## config.mk

```make
export PLATFORM = sky130hd
export DESIGN_NAME = ysyx_23060191_ifu
export DESIGN_NICKNAME = d
export VERILOG_FILES = /design/src/rtl/ysyx_23060191_ifu_pkg.sv /design/src/rtl/ysyx_23060191_ifu_cnt.sv /design/src/rtl/ysyx_23060191_ifu.sv
export SDC_FILE = /design/constraint.sdc
export NUM_CORES = 1
export LEC_CHECK = 0
export ABC_CLOCK_PERIOD_IN_PS = 3400
export BUFFER_PORTS_ARGS = -buffer_cell sky130_fd_sc_hd__buf_2
export CAP_MARGIN = 20
export CORE_ASPECT_RATIO = 0.7
export CORE_MARGIN = 8
export CORE_UTILIZATION = 50
export CTS_CLUSTER_DIAMETER = 120
export DETAILED_ROUTE_END_ITERATION = 8
export PLACE_DENSITY = 0.95
export SLEW_MARGIN = 40
export SYNTH_ARGS = -nofsm -noshare
export SYNTH_HDL_FRONTEND = slang
export SYNTH_SLANG_ARGS = --single-unit
```

## constraint.sdc

```tcl
create_clock -name clk -period 3.4 [get_ports clk]
set_clock_uncertainty 0.15 [all_clocks]
set_input_delay 0.17 -clock clk [delete_from_list [all_inputs] [get_ports clk]]
set_output_delay 0.17 -clock clk [all_outputs]
set_load 0.01 [all_outputs]
```

## src/rtl/ysyx_23060191_ifu_pkg.sv

```systemverilog
// ysyx_23060191_ifu_pkg: shared constants and state encoding for the instruction fetch unit
package ysyx_23060191_ifu_pkg;
  localparam int IFU_CPU_WIDTH = 32;
  localparam logic [31:0] IFU_RESET_PC = 32'h8000_0000;
  localparam logic [1:0] RESP_OKAY = 2'b00;
  typedef enum logic [2:0] {
    S_IDLE    = 3'd0,
    S_REQ     = 3'd1,
    S_RESP    = 3'd2,
    S_HOLD    = 3'd3,
    S_WAIT_PC = 3'd4,
    S_ERR     = 3'd5
  } ifu_state_t;
endpackage

```

## src/rtl/ysyx_23060191_ifu_cnt.sv

```systemverilog
// ysyx_23060191_ifu_cnt: free-running wrap counter with enable, reusable for perf counters
module ysyx_23060191_ifu_cnt #(
  parameter int W = 32
) (
  input  logic         clk,
  input  logic         rst_n,
  input  logic         i_en,
  output logic [W-1:0] o_cnt
);
  logic [W-1:0] r_cnt;
  always_ff @(posedge clk or negedge rst_n) begin
    if (!rst_n) r_cnt <= '0;
    else if (i_en) r_cnt <= r_cnt + 1'b1;
  end
  assign o_cnt = r_cnt;
endmodule

```

## src/rtl/ysyx_23060191_ifu.sv

```systemverilog
// ysyx_23060191_ifu: owns the PC, fetches one instruction per AR/R transaction, hands it to the IDU
module ysyx_23060191_ifu
  import ysyx_23060191_ifu_pkg::*;
#(
  parameter int                   CPU_WIDTH = IFU_CPU_WIDTH,
  parameter logic [CPU_WIDTH-1:0] RESET_PC  = CPU_WIDTH'(IFU_RESET_PC)
) (
  input  logic                 clk,
  input  logic                 rst_n,
  output logic [CPU_WIDTH-1:0] pc,
  output logic [31:0]          inst,
  output logic                 inst_valid,
  input  logic                 inst_ready,
  input  logic                 pc_next_valid,
  input  logic [CPU_WIDTH-1:0] pc_next,
  output logic [CPU_WIDTH-1:0] araddr,
  output logic                 arvalid,
  input  logic                 arready,
  input  logic [31:0]          rdata,
  input  logic [1:0]           rresp,
  input  logic                 rvalid,
  output logic                 rready,
  output logic                 fetch_err,
  output logic [31:0]          fetch_cnt
);
  ifu_state_t r_state, w_next;
  logic [CPU_WIDTH-1:0] r_pc;
  logic [31:0] r_inst;
  logic w_deliver;
  always_ff @(posedge clk or negedge rst_n) begin
    if (!rst_n) r_state <= S_IDLE;
    else r_state <= w_next;
  end
  always_comb begin
    w_next = r_state;
    case (r_state)
      S_IDLE:    w_next = S_REQ;
      S_REQ:     w_next = arready ? S_RESP : S_REQ;
      S_RESP:    w_next = !rvalid ? S_RESP : (rresp == RESP_OKAY) ? S_HOLD : S_ERR;
      S_HOLD:    w_next = inst_ready ? S_WAIT_PC : S_HOLD;
      S_WAIT_PC: w_next = !pc_next_valid ? S_WAIT_PC : (pc_next[1:0] != 2'b00) ? S_ERR : S_REQ;
      default:   w_next = S_ERR;
    endcase
  end
  always_comb begin
    arvalid    = (r_state == S_REQ);
    rready     = (r_state == S_RESP);
    inst_valid = (r_state == S_HOLD);
    fetch_err  = (r_state == S_ERR);
    w_deliver  = inst_valid && inst_ready;
  end
  // a misaligned target is still latched so the faulting PC is visible while halted
  always_ff @(posedge clk or negedge rst_n) begin
    if (!rst_n) r_pc <= RESET_PC;
    else if (r_state == S_WAIT_PC && pc_next_valid) r_pc <= pc_next;
  end
  always_ff @(posedge clk or negedge rst_n) begin
    if (!rst_n) r_inst <= '0;
    else if (rready && rvalid && rresp == RESP_OKAY) r_inst <= rdata;
  end
  ysyx_23060191_ifu_cnt #(.W(32)) u_cnt (
    .clk   (clk),
    .rst_n (rst_n),
    .i_en  (w_deliver),
    .o_cnt (fetch_cnt)
  );
  assign pc     = r_pc;
  assign araddr = r_pc;
  assign inst   = r_inst;
endmodule

```

# == Word-level counts from Yosys, hierarchy flattened ==
# Cells that the tools add are included.
# Widths: inputs -> output; s select.
# word_totals
regBits,99
inputBits,72
wordCells,24
out_inout_bits,132
# classes
reduce_logical,7
muxes,7
n_eq_ne,5
add_sub_neg,1
# ops
operator,count
$add 32x1->32 const B,1
$mux 3,5
$pmux 3 s5,1
$eq 3x2->1 const B,2
$eq 3x3->1 const B,2
$logic_and 1x1->1,4
$eq 3x1->1 const B,1
$logic_not 3->1,1
$logic_not 2->1,1
$mux 2,1
$reduce_bool 2->1,1

# == Longest topological paths before layout ==
# Gate-level depths: netlist (run 1).
# logic_depth
word_depth,4
depth_mapped,7
depth_no_buf,6

# == Modules after synthesis ==
# Synthesis (run 1) repeated with hierarchy kept, for this count alone.
# hier_totals
cells_unflattened,322
hier_area_um2,4448.0
# modules_own_cells
mod,area_per_inst_um2,cells_each,n_inst,seq_area_each_um2
ysyx_23060191_ifu,2999.1,199,1,1677.9
ysyx_23060191_ifu_cnt,1448.9,123,1,800.8

# == Worst setup path after synthesis (run 1) ==
# Ideal clock, no wire load.
# synth_timing
path_kind,register to register
from,register u_cnt.r_cnt[2] (netlist: u_cnt.o_cnt[2])
to,register u_cnt.r_cnt[30] (netlist: u_cnt.o_cnt[30])
arrival_ns,1.994
slack_ns,1.130
n_path_buf,0
required_time_ns,3.124
synth_period_minus_slack_ns,2.270
setup_ns,0.126
stages_incl_launch_ff,6
path_cell_list,dfrtp_1 -> nand3_2 -> or4_4 -> or4b_4 -> nand2b_4 -> xnor2_2
# synth_between
elab_chain_cells,1
# synth_rtl
item,line,text
from (decl),ysyx_23060191_ifu_cnt.sv:10,logic [W-1:0] r_cnt;
from (signal assigned),ysyx_23060191_ifu_cnt.sv:13,else if (i_en) r_cnt <= r_cnt + 1'b1;
$add 32x1->32,ysyx_23060191_ifu_cnt.sv:13,
# Every way passes these cells.
# A chain may end at the register's enable or synchronous reset.

# == Worst setup path after layout (run 1) ==
# Same ends and word-level chain as after synthesis.

==> summary.md, run 1 <==
| Metric | Value |
|---|---|
| Latest clock arrival within the worst-skew pair | 330 ps |
| Cell with the largest stage delay on the worst path | or4b_4 |
| Global-route wire length before repair | about 20000 um |
| Crit-path max cell delay | about 600 ps |
| Pwr/cell area | between 500 and 600 nW/um2 |
| Yosys reg bits | between 90 and 100 |
| Clock tree from TritonCTS | built |
| Final number of max-transition violations | 0 |
| Clock tree root driver cell | clkbuf_16 |
| Startpoint of the tightest hold check path | pc_next_valid |
| Vias/cell | around 5 |
| Most frequent cells in the layout | buf_2, dfrtp_1, mux2_2, dlygate4sd3_1, xnor2_1 |
| Net count, final | approximately 640 |
| Number of iterations in the first detailed-routing pass | 4 |
| Peak VDD IR | between 0.3 and 0.4 mV |
| Antenna viol nets, final | 0 |
| Final Instance Count excl. Fillers | between 600 and 700 |
| Cell Rows | 28 |
| Number of cells traversed by the worst register-to-register path | 5 |
| Classification of the worst-slack hold path | primary input to flop |
| Total clock sinks | 99 |
| Pin count of the biggest net entering global routing | 50 |
| Number of antenna diodes | 0 |
| Total nets after synthesis | around 390 |
| Proportion of synthesized chip area in sequential cells | about three fifths |
| Area added between synthesis and finish | 43.5% |
| Type of element capturing the critical path | flop |
| Status | complete, no violations |
| Worst slew slack as a fraction of its limit | between 50% and 60% |
| Critical-path cell list | nand3_2 > or4_4 > or4b_4 > nand2b_4 > xnor2_2 |
| Total number of vias | about 3400 |
| Total routing usage reported by global routing | 21.1% |
| Post-synthesis share of cell area spent on xor and xnor gates | around 6.6% |
| Per-cell routed wire length | ~18 um |
| Share of final-layout standard cells stronger than drive strength 1 | between 50% and 60% |
| Leading cell type in the layout, fill and taps excluded | buf_2 |
| Upper clock frequency limit | 0.434 GHz |
| Final wirelength | around 12000 um |
| Setup repair after global routing missed its margin | no |
| Critical path data arrival time | around 2400 ps |
| Worst min-delay path endpoint | r_state[2]$_DFF_PN0_ |
| Static leakage power | between 3 and 4 nW |
| Setup bufs post-CTS | 0 |
| Height of the die | ~93 um |
| Antenna violations before repair | 0 |
| Post-Syn Area per Cell | 13.3 um2 |
| Number of enable flip-flop cells after synthesis | 0 |
| Post-route DRC violation count | 0 |
| Number of setup violations in the final report | 0 |
| Endpoint required time on the critical path | roughly 3500 ps |
| Core Area | approximately 8300 um2 |
| Aggregate negative setup slack | 0 ps |
| CP delay by family, top | simple AND/OR/NAND/NOR gates |
| Final hold viol count | 0 |
| Worst flop-to-flop path endpoint | u_cnt.o_cnt[30]$_DFFE_PN0P_ |
| TritonCTS Buffers | 9 |
| Bufs on Longest Clock Path | 2 |
| Simple-gate share of the synthesized area | a little under a tenth |
| Netlist area before placement | approximately 4200 um2 |
| Yosys cell types | 35 |
| Number of instances on the worst hold path | 4 |
| Ys Warns | 0 |
| Arithmetic-cell share of the synthesized area counting full adders, half adders and majority gates | less than 1% |
| Part of the cycle the worst path needs | between 60% and 70% |
| Slew at the pin closest to its max-slew limit | about 600 ps |
| Count of buffering cells on the critical path with inverters included | 0 |
| Critical Path Fanout Max | 5 |
| Worst reg2reg startpoint | u_cnt.o_cnt[2]$_DFFE_PN0P_ |
| Fillers | between 500 and 600 |
| Max-cap viol count | 0 |
| Share of async-settable or async-resettable flops after synthesis | 100% |
| Fin util | ~73% |
| Post-route minimum period | 2300 ps |
| Effective utilization at floorplan | around half |
| Synth Area in Compound Gates | 1.12% |
| Die Width | ~130 um |
| Cell count after placement | a little under 600 |
| Grt total ovfl | 0 |
| Die outline area | about 12000 um2 |
| Startpoint class of the critical path | flop |
| Number of H-tree branching levels | 3 |
| Number of global-route vias before repair | 3712 |
| Crit Path Class | flop to flop |
| Number of violations reported at the end of detailed-routing iteration 0 | between 150 and 200 |
| Most instantiated flip-flop cell in the synthesis netlist | dfrtp_1 |
| Hpwl dp | 8360 um |
| IO Port Bufs | 203 |
| Mux cell area share after synthesis | approximately 17% |
| Post-route worst hold slack | 9.84 ps |
| Clk slew on worst S/H paths | 60 ps |
| Worst-case register-to-register setup slack | between 1000 and 1500 ps |
| Routability Congestion | between 0.8 and 0.9 |
| Dominant combinational cell family by area after synthesis | multiplexers |
| Number of standard cells after synthesis | 320 |
| Number of ports placed on the die boundary | 204 |
==> cell type report <==
cell class	instances	area (um2)	area share [%]
clock buffer	14	254	4.17
clock inverter	2	35.0	0.575
inverter	5	18.8	0.308
multi-input combinational	175	1470	24.2
sequential	99	2480	40.7
tap	105	131	2.16
timing repair buffer	272	1700	27.9
==> state kept, by name, summed over array words and instances (netlist names) <==
name         count
araddr          32
inst            32
r_state          3
u_cnt.o_cnt     32
==> through the flow <==
stage          setup WS [ps]  cell area [um2]  power, mW
2_1_floorplan           1130             4240       2.28
3_3_place_gp            1160             5150       2.53
3_5_place_dp            1100             5150       2.58
4_1_cts                 1100             6090       3.65
5_1_grt                 1020             6090       3.80
6_report                1100             6090       3.62
==> power breakdown <==
group / internal [mW] / switching (mW)
combinational: 0.531 / 0.533
sequential: 1.40 / 0.160
clock: 0.591 / 0.409
==> worst min-delay path, stage by stage <==
cell      delay [ps]
buf_2            100
inv_1             40
o41ai_1           70
o221ai_1          60
==> Yosys cell counts, drive strengths merged, types with 5 or more instances <==
cell    number  area share, %
nand4        6           0.88
nand2       12            1.1
nor2        10            1.0
dfrtp       98             58
xor2         9            1.9
inv          5           0.44
and3         5           0.74
xnor2       22            4.7
nor3         6           0.83
nand3       17            2.1
clkbuf       7           0.62
buf         34            5.9
mux2        65             17
==> what timing repair did <==
action | in CTS | in global routing
hold buffers | 65 | 0
gates resized for setup | 0 | 0
endpoints found under the hold margin | 112 | 0
==> cells by family (layout without fill, tap and decap cells) <==
group	after synthesis	count (layout)
DFF	99	99
and+or+nand+nor	69	69
muxes	66	66
buffers and inverters	46	293
xor gates and xnor gates	31	31
AOI/OAI and AO/OA	8	8
adders and majority gates	1	1
==> metal layers <==
layer  track usage [%]  vias to the layer above  part of all wire [%]
met1              23.8                     1646                    40
met2              35.8                      147                    50
li1                  -                     1551                     -
met3              9.38                       19                   9.1
met5                 0                        -                     0
met4              6.38                        0                   1.7
==> worst max path at each step <==
stage	startpoint	to	slack (ps)	cells past startpoint
after floorplan	u_cnt.o_cnt[2]$_DFFE_PN0P_	u_cnt.o_cnt[30]$_DFFE_PN0P_	1130	5
after detailed placement	u_cnt.o_cnt[2]$_DFFE_PN0P_	u_cnt.o_cnt[30]$_DFFE_PN0P_	1100	5
after global placement	u_cnt.o_cnt[2]$_DFFE_PN0P_	u_cnt.o_cnt[30]$_DFFE_PN0P_	1160	5
final	u_cnt.o_cnt[2]$_DFFE_PN0P_	u_cnt.o_cnt[30]$_DFFE_PN0P_	1100	5
after CTS	u_cnt.o_cnt[2]$_DFFE_PN0P_	u_cnt.o_cnt[30]$_DFFE_PN0P_	1100	5
after global routing	r_state[1]$_DFF_PN0_	u_cnt.o_cnt[27]$_DFFE_PN0P_	1020	6
(Power assumes the default switching activity.)
==> inputs of run 2 (changes only) <==
--- a/config.mk
+++ b/config.mk
@@ -5,15 +5,15 @@
 export SDC_FILE = /design/constraint.sdc
 export NUM_CORES = 1
 export LEC_CHECK = 0
-export ABC_CLOCK_PERIOD_IN_PS = 3400
+export ABC_CLOCK_PERIOD_IN_PS = 2200
 export BUFFER_PORTS_ARGS = -buffer_cell sky130_fd_sc_hd__buf_2
 export CAP_MARGIN = 20
 export CORE_ASPECT_RATIO = 0.7
 export CORE_MARGIN = 8
-export CORE_UTILIZATION = 50
+export CORE_UTILIZATION = 46
 export CTS_CLUSTER_DIAMETER = 120
 export DETAILED_ROUTE_END_ITERATION = 8
-export PLACE_DENSITY = 0.95
+export PLACE_DENSITY = 0.9
 export SLEW_MARGIN = 40
 export SYNTH_ARGS = -nofsm -noshare
 export SYNTH_HDL_FRONTEND = slang
==> constraint.sdc (replaced) <==
create_clock -name clk -period 2.2 [get_ports clk]
set_clock_uncertainty 0.15 [all_clocks]
set_input_delay 0.11 -clock clk [delete_from_list [all_inputs] [get_ports clk]]
set_output_delay 0.11 -clock clk [all_outputs]
set_load 0.01 [all_outputs]
==> run 2 against run 1 <==
Net effect: non-clock buffer count grew 18; setup slack got worse by 1100 ps; routed wire length grew 0.38%; clock power increased by 71%; cell count up 5.8%; register-to-register slack worse by 1100 ps; critical path type unchanged; critical endpoint unchanged.
==> summary.md, run 2 (synthesized netlist as in run 1, its figures left out) <==
| Metric | Value |
|---|---|
| Core Area | 9000 um2 (+7.9%) |
| Total number of vias | 3430 (+2.0%) |
| Antenna viol nets, final | 0 (unchanged) |
| IO Port Bufs | 203 (unchanged) |
| Final number of max-transition violations | 0 (unchanged) |
| Grt total ovfl | 0 (unchanged) |
| Cell Rows | 29 (+3.6%) |
| Most frequent cells in the layout | buf_2, dfrtp_1, dlygate4sd3_1 |
| Critical Path Fanout Max | 5 (unchanged) |
| Critical path data arrival time | 2240 ps (-130 ps) |
| Peak VDD IR | 0.742 mV (+130%) |
| Net count, final | 653 (+2.8%) |
| Static leakage power | 3.41 nW (+4.2%) |
| TritonCTS Buffers | 9 (unchanged) |
| Total routing usage reported by global routing | 20.0% (-1.1 points) |
| Final hold viol count | 0 (unchanged) |
| Hpwl dp | 8690 um (+3.9%) |
| Effective utilization at floorplan | 47.2% (-3.7 points) |
| Type of element capturing the critical path | flop |
| Leading cell type in the layout, fill and taps excluded | buf_2 |
| Post-route DRC violation count | 0 (unchanged) |
| Area added between synthesis and finish | 49.3% |
| Classification of the worst-slack hold path | primary input to flop |
| Pwr/cell area | 914 nW/um2 (+54%) |
| Startpoint class of the critical path | flop |
| Pin count of the biggest net entering global routing | 45 (-10%) |
| Number of H-tree branching levels | 3 (unchanged) |
| Per-cell routed wire length | 17.4 um (-5.1%) |
| Vias/cell | 4.82 (-3.6%) |
| Routability Congestion | 0.790 (-4.0%) |
| Upper clock frequency limit | 0.462 GHz (+6.3%) |
| Clock tree from TritonCTS | built |
| Share of final-layout standard cells stronger than drive strength 1 | 53.3% (+1.5 points) |
| Number of ports placed on the die boundary | 204 (unchanged) |
| Endpoint required time on the critical path | 2280 ps (-1190 ps) |
| Antenna violations before repair | 0 (unchanged) |
| Crit Path Class | flop to flop |
| Latest clock arrival within the worst-skew pair | 340 ps (about the same) |
| Number of iterations in the first detailed-routing pass | 4 (unchanged) |
| Worst slew slack as a fraction of its limit | 73.0% (+13 points) |
| Aggregate negative setup slack | 0 ps (unchanged) |
| Cell count after placement | 620 (+4.9%) |
| Final wirelength | 12400 um (+0.38%) |
| Die outline area | 12600 um2 (+7.4%) |
| Number of global-route vias before repair | 3877 (+4.4%) |
| Clk slew on worst S/H paths | 70 ps (about the same) |
| Die Width | 131 um (+3.7%) |
| Post-route minimum period | 2170 ps (-137 ps) |
| Global-route wire length before repair | 19400 um (-2.4%) |
| Final Instance Count excl. Fillers | 711 (+5.8%) |
| Bufs on Longest Clock Path | 2 (unchanged) |
| Number of setup violations in the final report | 0 (unchanged) |
| Height of the die | 96.4 um (+3.5%) |
| Startpoint of the tightest hold check path | arready |
| Total clock sinks | 99 (unchanged) |
| Slew at the pin closest to its max-slew limit | 405 ps (-198 ps) |
| Part of the cycle the worst path needs | 98.4% (+31 points) |
| Clock tree root driver cell | clkbuf_16 |
| Max-cap viol count | 0 (unchanged) |
| Worst reg2reg startpoint | u_cnt.o_cnt[6]$_DFFE_PN0P_ |
| Crit. Startpoint | u_cnt.o_cnt[6]$_DFFE_PN0P_ |
| Status | complete, no violations |
| Number of violations reported at the end of detailed-routing iteration 0 | 170 (+9.7%) |
-- run 2: changes by cell type in the layout (fill, tap and decap cells not counted), moves of 2 or more --
cell	change
buf_12	+2
buf_4	+11
clkbuf_1	-4
diode_2	+2
dlygate4sd3_1	+5
-- run 2: metal layers --
| metal | global-route usage [%] | up-vias | wire (um) |
|---|---|---|---|
| met5 | 0 | - | 0 |
| met3 | 8.36 | 17 | 1250 |
| met2 | 35.6 | 142 | 6310 |
| met1 | 21.6 | 1689 | 4610 |
| met4 | 5.61 | 0 | 182 |
| li1 | - | 1582 | - |
-- run 2: layout make-up --
| cell class | instances | area (um2) |
|---|---|---|
| Timing Repair Buffer | 290 | 1870 |
| Clock inverter | 6 | 87.6 |
| Antenna cell | 2 | 5.00 |
| Multi-Input combinational cell | 175 | 1480 |
| Clock buffer | 10 | 239 |
| Fill cell | 634 | 2660 |
| Inverter | 5 | 18.8 |
| Sequential cell | 99 | 2480 |
| Tap cell | 124 | 155 |
-- run 2: path summary, 6_finish.rpt --
path | endpoint | cells past startpoint | slack [ps]
max | u_cnt.o_cnt[30]$_DFFE_PN0P_ | 5 | 30
min | r_state[0]$_DFF_PN0_ | 4 | 30
max reg2reg | u_cnt.o_cnt[30]$_DFFE_PN0P_ | 5 | 30
min reg2reg | u_cnt.o_cnt[31]$_DFFE_PN0P_ | 1 | 340
max in group asynchronous | araddr[29]$_DFFE_PN0P_ | 3 | 1130
min in group asynchronous | u_cnt.o_cnt[10]$_DFFE_PN0P_ | 2 | 70
-- run 2: power by group --
group,switching (mW),leakage [nW],internal [mW]
Sequential,0.241,1.30,2.16
Clock,0.680,0.163,1.03
Combinational,0.835,1.95,0.844
Total,1.76,3.41,4.03
-- run 2: through the flow --
stage               setup WS, ps  total power, mW  area [um2]  utilization, %  hold WS [ps]
detailed placement          50.5             4.02        5270            58.6          -100
global route               -13.4             6.07        6330            70.3          62.8
CTS                         32.2             5.83        6310            70.1          24.7
global placement            97.2             3.93        5270            58.6          -105
floorplan                   51.0             3.52        4250               -          -336
finish                      34.8             5.79        6330            70.4          33.6
-- run 2: worst max-delay path: stages, from the launching register on --
cell and delay (ps):
dfrtp_1 380, nand3_1 110, or4_4 570, or4b_4 550, nand2b_4 170, xnor2_2 120
-- run 2: timing repair --
action | in CTS | in global routing
gates resized for setup | 0 | 2
buffers inserted | 0 | 3
hold buffers | 71 | 0
endpoints found under the hold margin | 164 | 0
endpoints found under the setup margin | 0 | 7
==> inputs of run 3 (changes only) <==
--- a/config.mk
+++ b/config.mk
@@ -10,10 +10,11 @@
 export CAP_MARGIN = 20
 export CORE_ASPECT_RATIO = 0.7
 export CORE_MARGIN = 8
-export CORE_UTILIZATION = 46
+export CORE_UTILIZATION = 45
 export CTS_CLUSTER_DIAMETER = 120
 export DETAILED_ROUTE_END_ITERATION = 8
-export PLACE_DENSITY = 0.9
+export GPL_TIMING_DRIVEN = 0
+export PLACE_DENSITY = 0.88
 export SLEW_MARGIN = 40
 export SYNTH_ARGS = -nofsm -noshare
 export SYNTH_HDL_FRONTEND = slang
==> run 3 against run 2 <==
Net effect: die area increased by 1.9%; final area increased by 4.0%; maximum frequency increased by 1.3%; cell count increased by 5.1%; total power increased by 4.8%; hold slack got worse by 18 ps; setup slack improved by 27 ps; sequential power about the same; sequential cell count unchanged; first-iteration DRC count decreased by 48%; sequential share of layout area decreased by 1.5 points; combinational power increased by 23%; critical path type unchanged.
==> summary.md, run 3 (synthesized netlist as in run 1, its figures left out) <==
| Metric | Value |
|---|---|
| Number of ports placed on the die boundary | 204 (unchanged) |
| Die outline area | 12800 um2 (+1.9%) |
| Core Area | 9110 um2 (+1.2%) |
| Post-route design area | 6590 um2 (+4.0%) |
| Fin util | 72.4% (+2.0 points) |
| Startpoint of the tightest hold check path | arready |
| TritonCTS Buffers | 9 (unchanged) |
| Antenna viol nets, final | 0 (unchanged) |
| Number of H-tree branching levels | 3 (unchanged) |
| Total routing usage reported by global routing | 19.6% (-0.42 points) |
| Number of global-route vias before repair | 3889 (+0.31%) |
| Clock tree from TritonCTS | built |
| Upper clock frequency limit | 0.468 GHz (+1.3%) |
| Status | complete, no violations |
| Share of final-layout standard cells stronger than drive strength 1 | 57.1% (+3.8 points) |
| Static leakage power | 3.55 nW (+4.1%) |
| Global-route wire length before repair | 20500 um (+5.4%) |
| Clk slew on worst S/H paths | 70 ps (about the same) |
| Part of the cycle the worst path needs | 97.2% (-1.2 points) |
| Post-route DRC violation count | 0 (unchanged) |
| Startpoint class of the critical path | flop |
| Antenna violations before repair | 0 (unchanged) |
| Type of element capturing the critical path | flop |
| Most frequent cells in the layout | buf_2, dfrtp_1, dlygate4sd3_1 |
| Endpoint required time on the critical path | 2270 ps (about the same) |
| Final wirelength | 12800 um (+3.4%) |
| Cell with the largest stage delay on the worst path | or4_4 |
| Cell area after placement | 5450 um2 (+3.4%) |
| Height of the die | 97.3 um (+0.92%) |
| Pwr/cell area | 921 nW/um2 (+0.76%) |
| Pin count of the biggest net entering global routing | 63 (+40%) |
| Latest clock arrival within the worst-skew pair | 330 ps (about the same) |
| Per-cell routed wire length | 17.1 um (-1.6%) |
| Post-route worst hold slack | 15.3 ps (-18.2 ps) |
| IO Port Bufs | 203 (unchanged) |
| Cell count after placement | 648 (+4.5%) |
| Number of cells traversed by the worst register-to-register path | 5 (unchanged) |
| Number of setup violations in the final report | 0 (unchanged) |
| Number of instances on the worst hold path | 4 (unchanged) |
| Grt total ovfl | 0 (unchanged) |
| Leading cell type in the layout, fill and taps excluded | buf_2 |
| Worst flop-to-flop path endpoint | u_cnt.o_cnt[30]$_DFFE_PN0P_ |
| Total clock sinks | 99 (unchanged) |
| Post-route minimum period | 2140 ps (-27.5 ps) |
| Fillers | 589 (-7.1%) |
| Net count, final | 691 (+5.8%) |
| Cell Rows | 29 (unchanged) |
| Hpwl dp | 8710 um (+0.21%) |
| Max-cap viol count | 0 (unchanged) |
| Effective utilization at floorplan | 46.6% (-0.56 points) |
| Worst slew slack as a fraction of its limit | 65.9% (-7.1 points) |
| Area added between synthesis and finish | 55.3% |
| Crit-path max cell delay | 560 ps (about the same) |
| Bufs on Longest Clock Path | 2 (unchanged) |
| Critical-path cell list | nand3_1 > or4_4 > or4b_4 > nand2b_4 > xnor2_2 |
| Clock tree root driver cell | clkbuf_16 |
| Worst min-delay path endpoint | r_state[0]$_DFF_PN0_ |
| Total number of vias | 3551 (+3.5%) |
| Number of violations reported at the end of detailed-routing iteration 0 | 88 (-48%) |
| Final number of max-transition violations | 0 (unchanged) |
| Classification of the worst-slack hold path | primary input to flop |
| Critical Path Fanout Max | 5 (unchanged) |
| Crit Path Class | flop to flop |
| Number of iterations in the first detailed-routing pass | 4 (unchanged) |
| Slew at the pin closest to its max-slew limit | 508 ps (+103 ps) |
| Overall power | 6.07 mW (+4.8%) |
| Final Instance Count excl. Fillers | 747 (+5.1%) |
| Final hold viol count | 0 (unchanged) |
| Routability Congestion | 0.743 (-5.9%) |
| Critical path data arrival time | 2210 ps (-30 ps) |
| Peak VDD IR | 0.685 mV (-7.7%) |
| Crit. Startpoint | u_cnt.o_cnt[6]$_DFFE_PN0P_ |
| Die Width | 132 um (+0.97%) |
| Worst-case register-to-register setup slack | 60 ps (+30 ps) |
| Vias/cell | 4.75 (-1.5%) |
| Worst reg2reg startpoint | u_cnt.o_cnt[6]$_DFFE_PN0P_ |
| Number of antenna diodes | 0 (-2) |
-- run 3: changes by cell type in the layout (fill, tap and decap cells not counted), moves of 2 or more --
cell	change
clkbuf_2	+4
buf_12	-2
diode_2	-2
buf_4	+31
clkbuf_4	+3
clkinvlp_4	+2
-- run 3: what timing repair did --
item                       CTS  global route
hold endpoints to repair   164             0
buffers inserted             2            13
hold buffers                70             0
setup endpoints to repair   69            59
resized for setup            8             9
-- run 3: through the flow --
| stage | setup TNS [ps] | setup slack [ps] |
|---|---|---|
| after floorplan | 0 | 51.0 |
| after global placement | -7370 | -217 |
| after detailed placement | -10210 | -261 |
| after CTS | 0 | 9.25 |
| after global routing | -5.86 | -2.99 |
| final | 0 | 62.2 |
-- run 3: cell type report --
type	count	area, um2	area share [%]
multi-input combinational	175	1490	22.5
clock buffer	9	225	3.42
sequential	99	2480	37.6
clock inverter	7	76.3	1.16
timing repair buffer	289	1870	28.3
buffer	39	283	4.29
tap	124	155	2.35
inverter	5	18.8	0.285
-- run 3: power breakdown --
part | switching (mW) | total, mW | internal, mW
Sequential | 0.270 | 2.43 | 2.16
Clock | 0.687 | 1.58 | 0.889
Combinational | 0.891 | 2.06 | 1.17
-- run 3: layer usage --
layer	wire length [um]	up-vias	global-route usage, %
li1	-	1658	-
met1	4990	1746	21.6
met2	6540	134	34.7
met3	1110	13	7.54
met4	137	0	4.75
met5	0	-	0
-- run 3: worst max-delay path, delay by kind of cell (launching register included) --
family | cells | cell delay (ps)
AND/OR/NAND/NOR | 4 | 1380
XOR/XNOR | 1 | 120
flip-flops | 1 | 370
-- run 3: worst max path at each step --
| stage | to | slack (ps) | cells after the start |
|---|---|---|---|
| 2_1_floorplan | u_cnt.o_cnt[30]$_DFFE_PN0P_ | 50 | 5 |
| 3_3_place_gp | u_cnt.o_cnt[2]$_DFFE_PN0P_ | -220 | 1 |
| 3_5_place_dp | araddr[12]$_DFFE_PN0P_ | -260 | 6 |
| 4_1_cts | u_cnt.o_cnt[30]$_DFFE_PN0P_ | 9 | 5 |
| 5_1_grt | inst[23]$_DFFE_PN0P_ | -3 | 5 |
| 6_report | u_cnt.o_cnt[30]$_DFFE_PN0P_ | 60 | 5 |
